[src/rtl/uart_pkg.sv]
// Shared UART receive-path types: FIFO entry layout, status bit positions, default depth.
// Latency: n/a (types and constants only).
// Backpressure: n/a.
package uart_pkg;

    // Default number of entries in the receive FIFO.
    localparam int RX_FIFO_DEPTH_DEFAULT = 16;

    // Default received character width.
    localparam int RX_DATA_WIDTH_DEFAULT = 8;

    // Status field layout as seen on rd_o_status: {parity_error, frame_error}.
    localparam int RX_STATUS_W          = 2;
    localparam int RX_STATUS_PARITY_BIT = 1;
    localparam int RX_STATUS_FRAME_BIT  = 0;

    typedef struct packed {
        logic parity_error;
        logic frame_error;
    } rx_status_t;

    // One stored character with its line-error flags; status sits above data.
    typedef struct packed {
        rx_status_t                           status;
        logic [RX_DATA_WIDTH_DEFAULT-1:0]     data;
    } rx_fifo_entry_t;

    // Pack the two error flags into the rd_o_status bit order.
    function automatic logic [RX_STATUS_W-1:0] rx_pack_status(input logic parity_error,
                                                              input logic frame_error);
        logic [RX_STATUS_W-1:0] s;
        s                       = '0;
        s[RX_STATUS_PARITY_BIT] = parity_error;
        s[RX_STATUS_FRAME_BIT]  = frame_error;
        return s;
    endfunction

endpackage

[src/rtl/fifo_mem.sv]
// Simple dual-port storage array: one write port, one registered read port, array not reset.
// Latency: read data valid one clock after rd_en; read-during-write to the same address returns old data.
// Backpressure: none; the caller guarantees legal addresses and enables.
module fifo_mem #(
    parameter int DEPTH = 16,
    parameter int WIDTH = 8,
    parameter int AW    = $clog2(DEPTH)
) (
    input  logic             clk,
    input  logic             reset,
    input  logic             wr_en,
    input  logic [AW-1:0]    wr_addr,
    input  logic [WIDTH-1:0] wr_data,
    input  logic             rd_en,
    input  logic [AW-1:0]    rd_addr,
    output logic [WIDTH-1:0] rd_data
);

    logic [WIDTH-1:0] mem [DEPTH];

    // Write port; contents survive reset so only pointers need clearing.
    always_ff @(posedge clk) begin
        if (wr_en) begin
            mem[wr_addr] <= wr_data;
        end
    end

    // Registered read port; output register holds between reads and clears on reset.
    always_ff @(posedge clk) begin
        if (reset) begin
            rd_data <= '0;
        end else if (rd_en) begin
            rd_data <= mem[rd_addr];
        end
    end

endmodule

[src/rtl/rx_fifo.sv]
// UART receive FIFO: edge-detected writes from the deserializer, host reads, sticky overflow.
// Latency: read data/status/valid one clock after an accepted rd_i_en; write visible in count next clock.
// Backpressure: none upstream; writes while full (without a same-cycle read) are dropped and flag overflow.
// Build option: define RX_FIFO_STATUS_EN to store parity/frame error flags per entry.
module rx_fifo
    import uart_pkg::*;
#(
    // Must be a power of two in 4..256 so pointers wrap naturally.
    parameter int DEPTH      = RX_FIFO_DEPTH_DEFAULT,
    parameter int DATA_WIDTH = RX_DATA_WIDTH_DEFAULT
) (
    input  logic                     clk,
    input  logic                     reset,
    input  logic [DATA_WIDTH-1:0]    wr_i_data,
    input  logic                     wr_i_valid,
    input  logic                     wr_i_parity_error,
    input  logic                     wr_i_frame_error,
    input  logic                     rd_i_en,
    output logic [DATA_WIDTH-1:0]    rd_o_data,
    output logic [1:0]               rd_o_status,
    output logic                     rd_o_valid,
    input  logic                     ovf_i_clr,
    output logic                     fifo_o_full,
    output logic                     fifo_o_empty,
    output logic                     fifo_o_overflow,
    output logic [$clog2(DEPTH):0]   fifo_o_count
);

    localparam int AW = $clog2(DEPTH);
    localparam int CW = AW + 1;

`ifdef RX_FIFO_STATUS_EN
    localparam int EW = DATA_WIDTH + RX_STATUS_W;
`else
    localparam int EW = DATA_WIDTH;
`endif

    logic            valid_q;
    logic            wr_det;
    logic            wr_acc;
    logic            rd_acc;
    logic            ovf_set;
    logic [AW-1:0]   wr_ptr;
    logic [AW-1:0]   rd_ptr;
    logic [CW-1:0]   count;
    logic [CW-1:0]   count_nxt;
    logic            overflow;
    logic            rd_vld_q;
    logic            full;
    logic            empty;
    logic [EW-1:0]   wr_entry;
    logic [EW-1:0]   rd_entry;

    // Flags come straight from the registered count.
    assign full  = (count == CW'(DEPTH));
    assign empty = (count == '0);

    // A write is one rising edge of the deserializer's valid level.
    assign wr_det  = wr_i_valid & ~valid_q;
    assign rd_acc  = rd_i_en & ~empty;
    // When full, a same-cycle read frees the slot the write lands in.
    assign wr_acc  = wr_det & (~full | rd_acc);
    assign ovf_set = wr_det & full & ~rd_acc;

`ifdef RX_FIFO_STATUS_EN
    assign wr_entry    = {rx_pack_status(wr_i_parity_error, wr_i_frame_error), wr_i_data};
    assign rd_o_status = rd_entry[EW-1 -: RX_STATUS_W];
`else
    logic unused_status;
    assign unused_status = wr_i_parity_error ^ wr_i_frame_error;
    assign wr_entry      = wr_i_data;
    assign rd_o_status   = '0;
`endif

    assign rd_o_data       = rd_entry[DATA_WIDTH-1:0];
    assign rd_o_valid      = rd_vld_q;
    assign fifo_o_full     = full;
    assign fifo_o_empty    = empty;
    assign fifo_o_overflow = overflow;
    assign fifo_o_count    = count;

    // Next occupancy: simultaneous write and read cancel; never wraps since wr_acc/rd_acc respect full/empty.
    always_comb begin
        count_nxt = count;
        case ({wr_acc, rd_acc})
            2'b10:   count_nxt = count + CW'(1);
            2'b01:   count_nxt = count - CW'(1);
            default: count_nxt = count;
        endcase
    end

    // Valid history resets high so a level already asserted at reset release is not taken as a new character.
    always_ff @(posedge clk) begin
        if (reset) begin
            valid_q <= 1'b1;
        end else begin
            valid_q <= wr_i_valid;
        end
    end

    // Pointer and occupancy state; reset drops every entry in one cycle.
    always_ff @(posedge clk) begin
        if (reset) begin
            wr_ptr <= '0;
            rd_ptr <= '0;
            count  <= '0;
        end else begin
            if (wr_acc) begin
                wr_ptr <= wr_ptr + AW'(1);
            end
            if (rd_acc) begin
                rd_ptr <= rd_ptr + AW'(1);
            end
            count <= count_nxt;
        end
    end

    // Sticky overflow; a new drop in the same cycle as a clear keeps the flag set.
    always_ff @(posedge clk) begin
        if (reset) begin
            overflow <= 1'b0;
        end else if (ovf_set) begin
            overflow <= 1'b1;
        end else if (ovf_i_clr) begin
            overflow <= 1'b0;
        end
    end

    // Read-valid pulse lines up with the memory's registered read data.
    always_ff @(posedge clk) begin
        if (reset) begin
            rd_vld_q <= 1'b0;
        end else begin
            rd_vld_q <= rd_acc;
        end
    end

    fifo_mem #(
        .DEPTH (DEPTH),
        .WIDTH (EW),
        .AW    (AW)
    ) u_mem (
        .clk     (clk),
        .reset   (reset),
        .wr_en   (wr_acc),
        .wr_addr (wr_ptr),
        .wr_data (wr_entry),
        .rd_en   (rd_acc),
        .rd_addr (rd_ptr),
        .rd_data (rd_entry)
    );

endmodule
[config.mk]
export PLATFORM = sky130hd
export DESIGN_NAME = rx_fifo
export DESIGN_NICKNAME = d
export VERILOG_FILES = /design/src/rtl/uart_pkg.sv /design/src/rtl/fifo_mem.sv /design/src/rtl/rx_fifo.sv
export SDC_FILE = /design/constraint.sdc
export NUM_CORES = 1
export LEC_CHECK = 0
export BUFFER_PORTS_ARGS = -buffer_cell sky130_fd_sc_hd__buf_4
export CAP_MARGIN = 10
export CORE_MARGIN = 2
export CORE_UTILIZATION = 45
export CTS_BUF_LIST = sky130_fd_sc_hd__clkbuf_8
export CTS_CLUSTER_SIZE = 12
export DETAILED_ROUTE_END_ITERATION = 10
export PLACE_DENSITY_LB_ADDON = 0.12
export SYNTH_ARGS = -nofsm -noshare
export SYNTH_HDL_FRONTEND = slang
export SYNTH_HIERARCHICAL = 1
export SYNTH_SLANG_ARGS = --single-unit
[constraint.sdc]
create_clock -name clk -period 4.5 [get_ports clk]
set_clock_uncertainty 0.15 [all_clocks]
set_input_delay 0.225 -clock clk [delete_from_list [all_inputs] [get_ports clk]]
set_output_delay 0.225 -clock clk [all_outputs]
set_load 0.005 [all_outputs]
==> impl_summary.log, run 1 <==
INFO  metric synth_top_cell_area_share = 0.610
INFO  metric number_of_global_route_vias_before_repair = roughly 3600
INFO  metric area_of_the_multi_input_gates = 1790 µm²
INFO  metric sequential_share_of_the_synthesized_area = 0.687
INFO  metric comb_power_frac = 0.153
INFO  metric post-route-util = 0.516
INFO  metric timing.critical_path.required = roughly 4400 ps
INFO  metric sequentialPowerShare = 0.540
INFO  metric timing.reg2reg.setup_slack = around 1400 ps
INFO  metric pint = 2.28 mW
INFO  metric synthesis.instances = ~420
INFO  metric max_transition_margin = 0.242
INFO  metric rows = 43
INFO  metric synth_cell_types = 46
INFO  metric critPathKind = flop to flop
INFO  metric maxCapViolCount = 0
INFO  metric antenna_found_initial = 0
INFO  metric status = finished, final reports clean
INFO  metric cts.sinks = between 150 and 200
INFO  metric crit_end = u_mem/mem[0][6]
INFO  metric grt_usage = 0.185
INFO  metric fin_nets = a little under 500
INFO  metric worst_ep_arrival_time = 3020 ps
INFO  metric synth_compound_area_frac = 0.0608
INFO  metric commonest_cells_in_the_netlist = sky130_fd_sc_hd__edfxtp_1 (128), sky130_fd_sc_hd__mux2i_1 (67), sky130_fd_sc_hd__nand3_1 (29), sky130_fd_sc_hd__nor2_1 (29)
INFO  metric rsz0062_at_grt = no
INFO  metric globalRoute.totalOverflow = 0
INFO  metric replace_congestion = 0.769
INFO  metric final_antenna_net_count = 0
INFO  metric pin_count = 34
INFO  metric die_w = 122 µm
INFO  metric p_switching = a little under 800 µW
INFO  metric dp_cells = between 600 and 700
INFO  metric max_frequency = 322 MHz
INFO  metric worstSetupStartpointType = flop
INFO  metric fin_area = 7110 µm²
INFO  metric report.final.hold_viol_count = 0
INFO  metric yosys_register_bits = 152
INFO  metric post_synthesis_share_of_cell_area_spent_on_xor_and_xnor_gates = 0.00834
INFO  metric drive_above_1_share = 0.149
INFO  metric power_switching_share = 0.258
INFO  metric drt_first_iter_violations = ~280
INFO  metric critical_path_peak_fanout = 12
INFO  metric detail_route.wirelength = 12500 µm
INFO  metric synth_mux_area_frac = 0.109
INFO  metric dp_hpwl = ~7800 µm
INFO  metric final.setup.worst_slack = 1390 ps
INFO  metric vias = about 3500
INFO  metric timing.rr.start = fifo_o_count[4]
INFO  metric die_outline_area = 15000 µm²
INFO  metric cell_taking_the_most_area_after_synthesis = sky130_fd_sc_hd__edfxtp_1
INFO  metric tightest_slew = between 1000 and 1500 ps
INFO  metric slowest_cell_on_crit_path = sky130_fd_sc_hd__nor3_1
INFO  metric synthAdderAreaFrac = 0.0131
INFO  metric detail_route.wl_per_cell = approximately 19 µm
INFO  metric r2r-end = u_mem/mem[0][6]
INFO  metric cp_num_buf_inv = 0
INFO  metric grt_max_degree = 59
INFO  metric detail_route.first_pass.iterations = 4
INFO  metric n_antenna_cell = 0
INFO  metric crit_start = fifo_o_count[4]
INFO  metric min_period = a little over 3000 ps
INFO  metric syn_avg_cell_area = 14.9 µm²
INFO  metric cts_made_buffers = 17
INFO  metric start_util = 0.457
INFO  metric timing.setup.tns = 0 ps
INFO  metric yosys_warnings = 6
INFO  metric cts_buffer_depth = 2
INFO  metric post_layout_nonfiller_instances = 663
INFO  metric timing.reg2reg.worst_path_depth = 4
INFO  metric cts_setup_buffers = 0
INFO  metric grt_pass1_wl = 20000 µm
INFO  metric reported_leakage_power = roughly 2.3 nW
INFO  metric post_dp_cell_area = 6620 µm²
INFO  metric number_of_enable_type_register_cells_in_the_synthesized_netlist = 128
INFO  metric ys.flop_type = sky130_fd_sc_hd__edfxtp_1
INFO  metric synthesis.area = between 6000 and 7000 µm²
INFO  metric fin_crit_sh = 0.691
INFO  metric synth.most_common_cell = sky130_fd_sc_hd__edfxtp_1
INFO  metric synthSimpleGateAreaFrac = 0.0916
INFO  metric critPathTopFamily = simple AND/OR/NAND/NOR gates
INFO  metric sequential_cell_area = between 4000 and 5000 µm²
INFO  metric yosys-top-cells-area = sky130_fd_sc_hd__edfxtp_1 (61%), sky130_fd_sc_hd__mux2i_1 (11%), sky130_fd_sc_hd__dfxtp_1 (7.6%)
INFO  metric power.density = 432 nW/µm²
INFO  metric worstSkewPairLatency = roughly 450 ps
INFO  metric timing_max_transition_violations_final = 0
INFO  metric layout.filler_cells = about 1200
INFO  metric cts.root.buffer_cell = sky130_fd_sc_hd__clkbuf_8
INFO  metric cts.reportedPaths.clkPinSlew = around 80 ps
INFO  metric tritoncts = yes
INFO  metric post-route-drc-count = 0
INFO  metric clkPwrFrac = 0.307
INFO  metric synth_async_sr_flop_share = 0
INFO  metric route.detailed.vias_per_inst = about 5.3
INFO  metric synth_top_family_by_area = multiplexers
INFO  metric place.port_buffers = 29
INFO  metric report.final.setup_viol = 0
INFO  metric detailedPlace.worstSlack = roughly 1300 ps
INFO  metric worstHoldPathType = flop to flop
INFO  metric y_dimension_of_the_die = 122 µm
INFO  metric crit_cells = 4
INFO  metric core_region_area = around 14000 µm²
INFO  metric worstPathCellList = nor2b_1, a21oi_1, or3b_2, nor3_1
INFO  metric vdd_drop_max = roughly 0.00022 V
INFO  metric critical_path.max_stage_delay = a little under 900 ps
INFO  metric level_count_of_the_clock_h_tree = 4
INFO  metric syn_to_final_growth = 12.8%
INFO  metric cp-end-kind = flop
## flip-flops by register name, indices dropped and copies added (netlist names)
name / count
rd_o_valid: 1
valid_q: 1
fifo_o_overflow: 1
rd_ptr: 4
wr_ptr: 4
u_mem/rd_data: 8
fifo_o_count: 5
u_mem/mem: 128
## what timing repair did
action                                 4_1_cts  5_1_grt
hold buffers                                13        0
endpoints found under the hold margin      139        0
gates resized for setup                      0        0
## cell families (layout without fill, tap and decap cells)
| group | count (synthesis) | count (layout) |
|---|---|---|
| XOR/XNOR | 6 | 6 |
| buffers and inverters | 24 | 84 |
| AO/OA/AOI/OAI | 52 | 52 |
| flip-flops | 152 | 152 |
| other | 1 | 2 |
| AND/OR/NAND/NOR | 113 | 113 |
| multiplexers | 68 | 68 |
| adder cells (fa/ha/maj) | 6 | 6 |
## cell type report
type	count	share of cell area
clock buffer	17	0.0329
sequential	152	0.609
clock inverter	15	0.0166
timing repair buffer	48	0.0553
inverter	4	0.00211
multi-input combinational	247	0.252
tap	180	0.0317
## worst min-delay path by stage
stage / startpoint / cells after the start / slack [ps] / endpoint
2_1_floorplan: wr_i_data[0] / 0 / 170 / u_mem/mem[0][0]
3_3_place_gp: wr_i_valid / 2 / 290 / valid_q
3_5_place_dp: u_mem/rd_data[7] / 2 / 290 / u_mem/rd_data[7]
4_1_cts: u_mem/rd_data[7] / 2 / 310 / u_mem/rd_data[7]
5_1_grt: u_mem/rd_data[4] / 2 / 350 / u_mem/rd_data[4]
6_report: u_mem/rd_data[7] / 2 / 310 / u_mem/rd_data[7]
## through the flow
stage,hold slack (ps),total power [mW]
floorplan,174,1.95
global placement,291,2.14
detailed placement,294,2.16
CTS,312,3.10
global route,350,3.21
finish,307,3.07
## worst min-delay path, stage by stage, from the launching register on
cell	delay (ps)
sky130_fd_sc_hd__dfxtp_1	330
sky130_fd_sc_hd__nand2_1	50
sky130_fd_sc_hd__nand3_1	50
## metal layers
metal | track usage | share of wire | vias to the layer above
li1 | - | - | 1705
met1 | 0.243 | 0.45 | 1741
met2 | 0.300 | 0.50 | 64
met3 | 0.0493 | 0.039 | 13
met4 | 0.0589 | 0.013 | 0
met5 | 0 | 0 | -
## cell usage in the layout, fill, tap and decap left out, types with 2 or more instances in the layout
cell,n
sky130_fd_sc_hd__edfxtp_1,128
sky130_fd_sc_hd__mux2i_1,67
sky130_fd_sc_hd__buf_4,35
sky130_fd_sc_hd__nor2_1,29
sky130_fd_sc_hd__nand3_1,29
sky130_fd_sc_hd__a22oi_1,24
sky130_fd_sc_hd__dfxtp_1,23
sky130_fd_sc_hd__nand2_1,21
sky130_fd_sc_hd__clkbuf_8,17
sky130_fd_sc_hd__dlygate4sd3_1,13
sky130_fd_sc_hd__a21oi_1,12
sky130_fd_sc_hd__clkinv_2,7
sky130_fd_sc_hd__nor3_1,6
sky130_fd_sc_hd__inv_1,5
sky130_fd_sc_hd__nor2b_1,5
sky130_fd_sc_hd__nand2b_1,5
sky130_fd_sc_hd__ha_1,5
sky130_fd_sc_hd__clkinv_1,5
sky130_fd_sc_hd__xor2_1,4
sky130_fd_sc_hd__a211oi_1,4
sky130_fd_sc_hd__and2_1,3
sky130_fd_sc_hd__o211ai_1,3
sky130_fd_sc_hd__nand3b_1,3
sky130_fd_sc_hd__nor3b_1,2
sky130_fd_sc_hd__nand4_1,2
sky130_fd_sc_hd__xnor2_1,2
sky130_fd_sc_hd__o21a_1,2
sky130_fd_sc_hd__conb_1,2
sky130_fd_sc_hd__bufinv_16,2
## power by group through the flow
stage | logic (mW) | registers (mW) | clock network [mW]
5_1_grt | 0.521 | 1.67 | 1.03
3_3_place_gp | 0.455 | 1.69 | 0
4_1_cts | 0.476 | 1.66 | 0.962
3_5_place_dp | 0.466 | 1.69 | 0
6_report | 0.470 | 1.66 | 0.942
2_1_floorplan | 0.288 | 1.67 | 0
No activity file was read; power rests on OpenSTA's default activity.
==> inputs of run 2 (changes only) <==
--- a/config.mk
+++ b/config.mk
@@ -5,6 +5,7 @@
 export SDC_FILE = /design/constraint.sdc
 export NUM_CORES = 1
 export LEC_CHECK = 0
+export ABC_AREA = 1
 export BUFFER_PORTS_ARGS = -buffer_cell sky130_fd_sc_hd__buf_4
 export CAP_MARGIN = 10
 export CORE_MARGIN = 2
==> constraint.sdc (replaced) <==
create_clock -name clk -period 2.6 [get_ports clk]
set_clock_uncertainty 0.15 [all_clocks]
set_input_delay 0.13 -clock clk [delete_from_list [all_inputs] [get_ports clk]]
set_output_delay 0.13 -clock clk [all_outputs]
set_load 0.005 [all_outputs]
==> impl_summary.log, run 2 <==
INFO  metric status = finished, final reports clean
INFO  metric yosys-top-cells-area = sky130_fd_sc_hd__edfxtp_1 (59%), sky130_fd_sc_hd__nand2_1 (11%), sky130_fd_sc_hd__nand3_1 (8.8%)
INFO  metric cts_made_buffers = 17 (unchanged)
INFO  metric replace_congestion = 0.771 (+0.31%)
INFO  metric antenna_found_initial = 0 (unchanged)
INFO  metric post-route-util = 0.532 (+0.0161)
INFO  metric holdWs = 297 ps (-9.97 ps)
INFO  metric grt_max_degree = 67 (+14%)
INFO  metric rows = 43 (unchanged)
INFO  metric cp-end-kind = flop
INFO  metric start_util = 0.463 (+0.00522)
INFO  metric vdd_drop_max = 0.000482 V (+120%)
INFO  metric cp_num_buf_inv = 1 (+1)
INFO  metric cell_taking_the_most_area_after_synthesis = sky130_fd_sc_hd__edfxtp_1
INFO  metric post-route-drc-count = 0 (unchanged)
INFO  metric worstHoldPathType = primary input to flop
INFO  metric route.detailed.vias_per_inst = 5.06 (-4.9%)
INFO  metric grt_pass1_wl = 21800 µm (+9.1%)
INFO  metric die_w = 124 µm (+1.3%)
INFO  metric wl_met2 = 6880 µm (+11%)
INFO  metric cts.reportedPaths.clkPinSlew = 70 ps (about the same)
INFO  metric synthesis.instances = 606 (+44%)
INFO  metric synth_cell_types = 29 (-37%)
INFO  metric grt_usage = 0.196 (+0.0114)
INFO  metric detail_route.wirelength = 13800 µm (+11%)
INFO  metric synth_compound_area_frac = 0.0139 (-0.0469)
INFO  metric report.final.setup_viol = 0 (unchanged)
INFO  metric core_region_area = 14000 µm² (+1.6%)
INFO  metric min_period = 2170 ps (-934 ps)
INFO  metric cts_setup_buffers = 0 (unchanged)
INFO  metric timing.setup.tns = 0 ps (unchanged)
INFO  metric synth_mux_area_frac = 0 (-0.109)
INFO  metric fin_area = 7440 µm² (+4.7%)
INFO  metric synth_top_family_by_area = simple AND/OR/NAND/NOR gates
INFO  metric final_cell_mix = sky130_fd_sc_hd__nand2_1 (186), sky130_fd_sc_hd__edfxtp_1 (128), sky130_fd_sc_hd__nand3_1 (114), sky130_fd_sc_hd__nor2_1 (50), sky130_fd_sc_hd__buf_4 (50)
INFO  metric drt_first_iter_violations = 349 (+26%)
INFO  metric die_outline_area = 15400 µm² (+2.6%)
INFO  metric final.setup.worst_slack = 426 ps (-966 ps)
INFO  metric yosys_register_bits = 152 (unchanged)
INFO  metric pin_count = 34 (unchanged)
INFO  metric tritoncts = yes
INFO  metric level_count_of_the_clock_h_tree = 4 (unchanged)
INFO  metric maxCapViolCount = 0 (unchanged)
INFO  metric yosys_warnings = 6 (unchanged)
INFO  metric worst_ep_arrival_time = 2360 ps (-660 ps)
INFO  metric number_of_global_route_vias_before_repair = 4150 (+16%)
INFO  metric critPathKind = flop to flop
INFO  metric worstSetupStartpointType = flop
INFO  metric critical_path_peak_fanout = 5 (-7)
INFO  metric timing_max_transition_violations_final = 0 (unchanged)
INFO  metric layout_commonest_cell = sky130_fd_sc_hd__nand2_1
INFO  metric number_of_enable_type_register_cells_in_the_synthesized_netlist = 128 (unchanged)
INFO  metric holdBufCountCts = 14 (+1)
INFO  metric place.port_buffers = 29 (unchanged)
INFO  metric n_antenna_cell = 0 (unchanged)
INFO  metric commonest_cells_in_the_netlist = sky130_fd_sc_hd__nand2_1 (186), sky130_fd_sc_hd__edfxtp_1 (128), sky130_fd_sc_hd__nand3_1 (114)
INFO  metric ys.flop_type = sky130_fd_sc_hd__edfxtp_1
INFO  metric ctsResizeCount = 0 (unchanged)
INFO  metric met1Wirelength = 6030 µm (+6.6%)
INFO  metric final_antenna_net_count = 0 (unchanged)
INFO  metric synth.most_common_cell = sky130_fd_sc_hd__nand2_1
INFO  metric syn_to_final_growth = 15.0%
INFO  metric max_frequency = 460 MHz (+43%)
INFO  metric report.final.hold_viol_count = 0 (unchanged)
INFO  metric fin_nets = 682 (+39%)
INFO  metric synthAdderAreaFrac = 0.0128 (-0.000347)
INFO  metric vias = 4317 (+23%)
INFO  metric worstPathCellList = nor2_4, nand3_2, nand3_2, inv_1, fa_1, nand3_1, nand2_1, nand3_1, nand2_1, a21oi_1, nor2_1
INFO  metric cts.root.buffer_cell = sky130_fd_sc_hd__clkbuf_8
INFO  metric wl_met3 = 661 µm (+35%)
INFO  metric syn_avg_cell_area = 10.7 µm² (-28%)
INFO  metric post_dp_cell_area = 6870 µm² (+3.8%)
INFO  metric synthesis.area = 6470 µm² (+2.7%)
INFO  metric critPathTopFamily = simple AND/OR/NAND/NOR gates
INFO  metric detail_route.first_pass.iterations = 5 (+1)
INFO  metric drive_above_1_share = 0.142 (-0.00664)
INFO  metric reported_leakage_power = 2.93 nW (+26%)
INFO  metric largest_reg_flops = 128 (unchanged)
INFO  metric synth_top_cell_area_share = 0.594 (-0.0162)
INFO  metric y_dimension_of_the_die = 124 µm (+1.3%)
INFO  metric synthSimpleGateAreaFrac = 0.248 (+0.156)
INFO  metric post_synthesis_share_of_cell_area_spent_on_xor_and_xnor_gates = 0.00271 (-0.00564)
INFO  metric cts_buffer_depth = 2 (unchanged)
INFO  metric detailedPlace.worstSlack = 420 ps (-911 ps)
INFO  metric worstSkewPairLatency = 450 ps (about the same)
INFO  metric tightest_slew = 683 ps (-445 ps)
INFO  metric sequential_share_of_the_synthesized_area = 0.668 (-0.0182)
INFO  metric largest-register = u_mem/mem
INFO  metric dp_hpwl = 8540 µm (+9.0%)
INFO  metric fin_crit_sh = 0.836 (+0.146)
INFO  metric power.density = 863 nW/µm² (+100%)
INFO  metric slowest_cell_on_crit_path = sky130_fd_sc_hd__fa_1
INFO  metric timing.critical_path.required = 2790 ps (-1620 ps)
INFO  metric dr.max_layer_used = met4
INFO  metric max_transition_margin = 0.544 (+0.302)
INFO  metric critical_path.max_stage_delay = 420 ps (-460 ps)
INFO  metric detail_route.wl_per_cell = 16.2 µm (-14%)
INFO  metric synth_async_sr_flop_share = 0 (unchanged)
INFO  metric rsz0062_at_grt = no
INFO  metric globalRoute.totalOverflow = 0 (unchanged)
INFO  metric cts.sinks = 152 (unchanged)
## run 2: cell count changes in the layout (fill, tap and decap cells not counted), sizes merged, moves of 7 or more
cell and delta:
o21ai +8, inv +30, buf +16, nand3 +88
clkinv -7, mux2i -67, a22oi -24, nand2 +169
nor2 +24
## run 2: cell type report
class / count / area [µm²]
clock inverters: 12 / 159
multi-input cells: 393 / 1800
clock buffers: 20 / 275
well taps: 180 / 225
flip-flops and latches: 152 / 4330
repair buffers: 65 / 536
inverters: 32 / 123
fillers: 1242 / 6550
## run 2: through the flow
stage / total power [mW] / instances
2_1_floorplan: 4.07 / 607
3_3_place_gp: 4.50 / 808
3_5_place_dp: 4.54 / 808
4_1_cts: 6.49 / 854
5_1_grt: 6.82 / 854
6_report: 6.42 / 854
## run 2: worst min-delay path, cell delays in order
cell and delay (ps):
sky130_fd_sc_hd__dlygate4sd3_1 530, sky130_fd_sc_hd__buf_4 100, sky130_fd_sc_hd__inv_1 60, sky130_fd_sc_hd__nand2_1 50
## run 2: path summary, 6_finish.rpt
path | startpoint | end | slack [ps] | depth (start not counted)
setup / recovery | fifo_o_count[0] | fifo_o_count[4] | 430 | 11
hold / removal | wr_i_valid | valid_q | 300 | 4
setup reg to reg | fifo_o_count[0] | fifo_o_count[4] | 430 | 11
hold reg to reg | wr_ptr[0] | wr_ptr[0] | 400 | 1
## run 2: power breakdown
part / internal (mW) / total, mW / switching (mW) / leakage (nW)
sequential: 2.74 / 2.83 / 0.0967 / 1.35
combinational: 0.584 / 1.66 / 1.07 / 1.35
clock: 1.11 / 1.93 / 0.823 / 0.234
## run 2: cells by family after synthesis
kind of cell	after synthesis
flip-flops	152
AND/OR/NAND/NOR	365
AO/OA/AOI/OAI	18
adder cells (fa/ha/maj)	6
buffers and inverters	62
XOR/XNOR	2
other	1
## run 2: layer usage
| layer | up-vias | GRT usage |
|---|---|---|
| li1 | 2158 | - |
| met1 | 2028 | 0.248 |
| met2 | 111 | 0.327 |
| met3 | 20 | 0.0398 |
| met4 | 0 | 0.0885 |
| met5 | - | 0 |
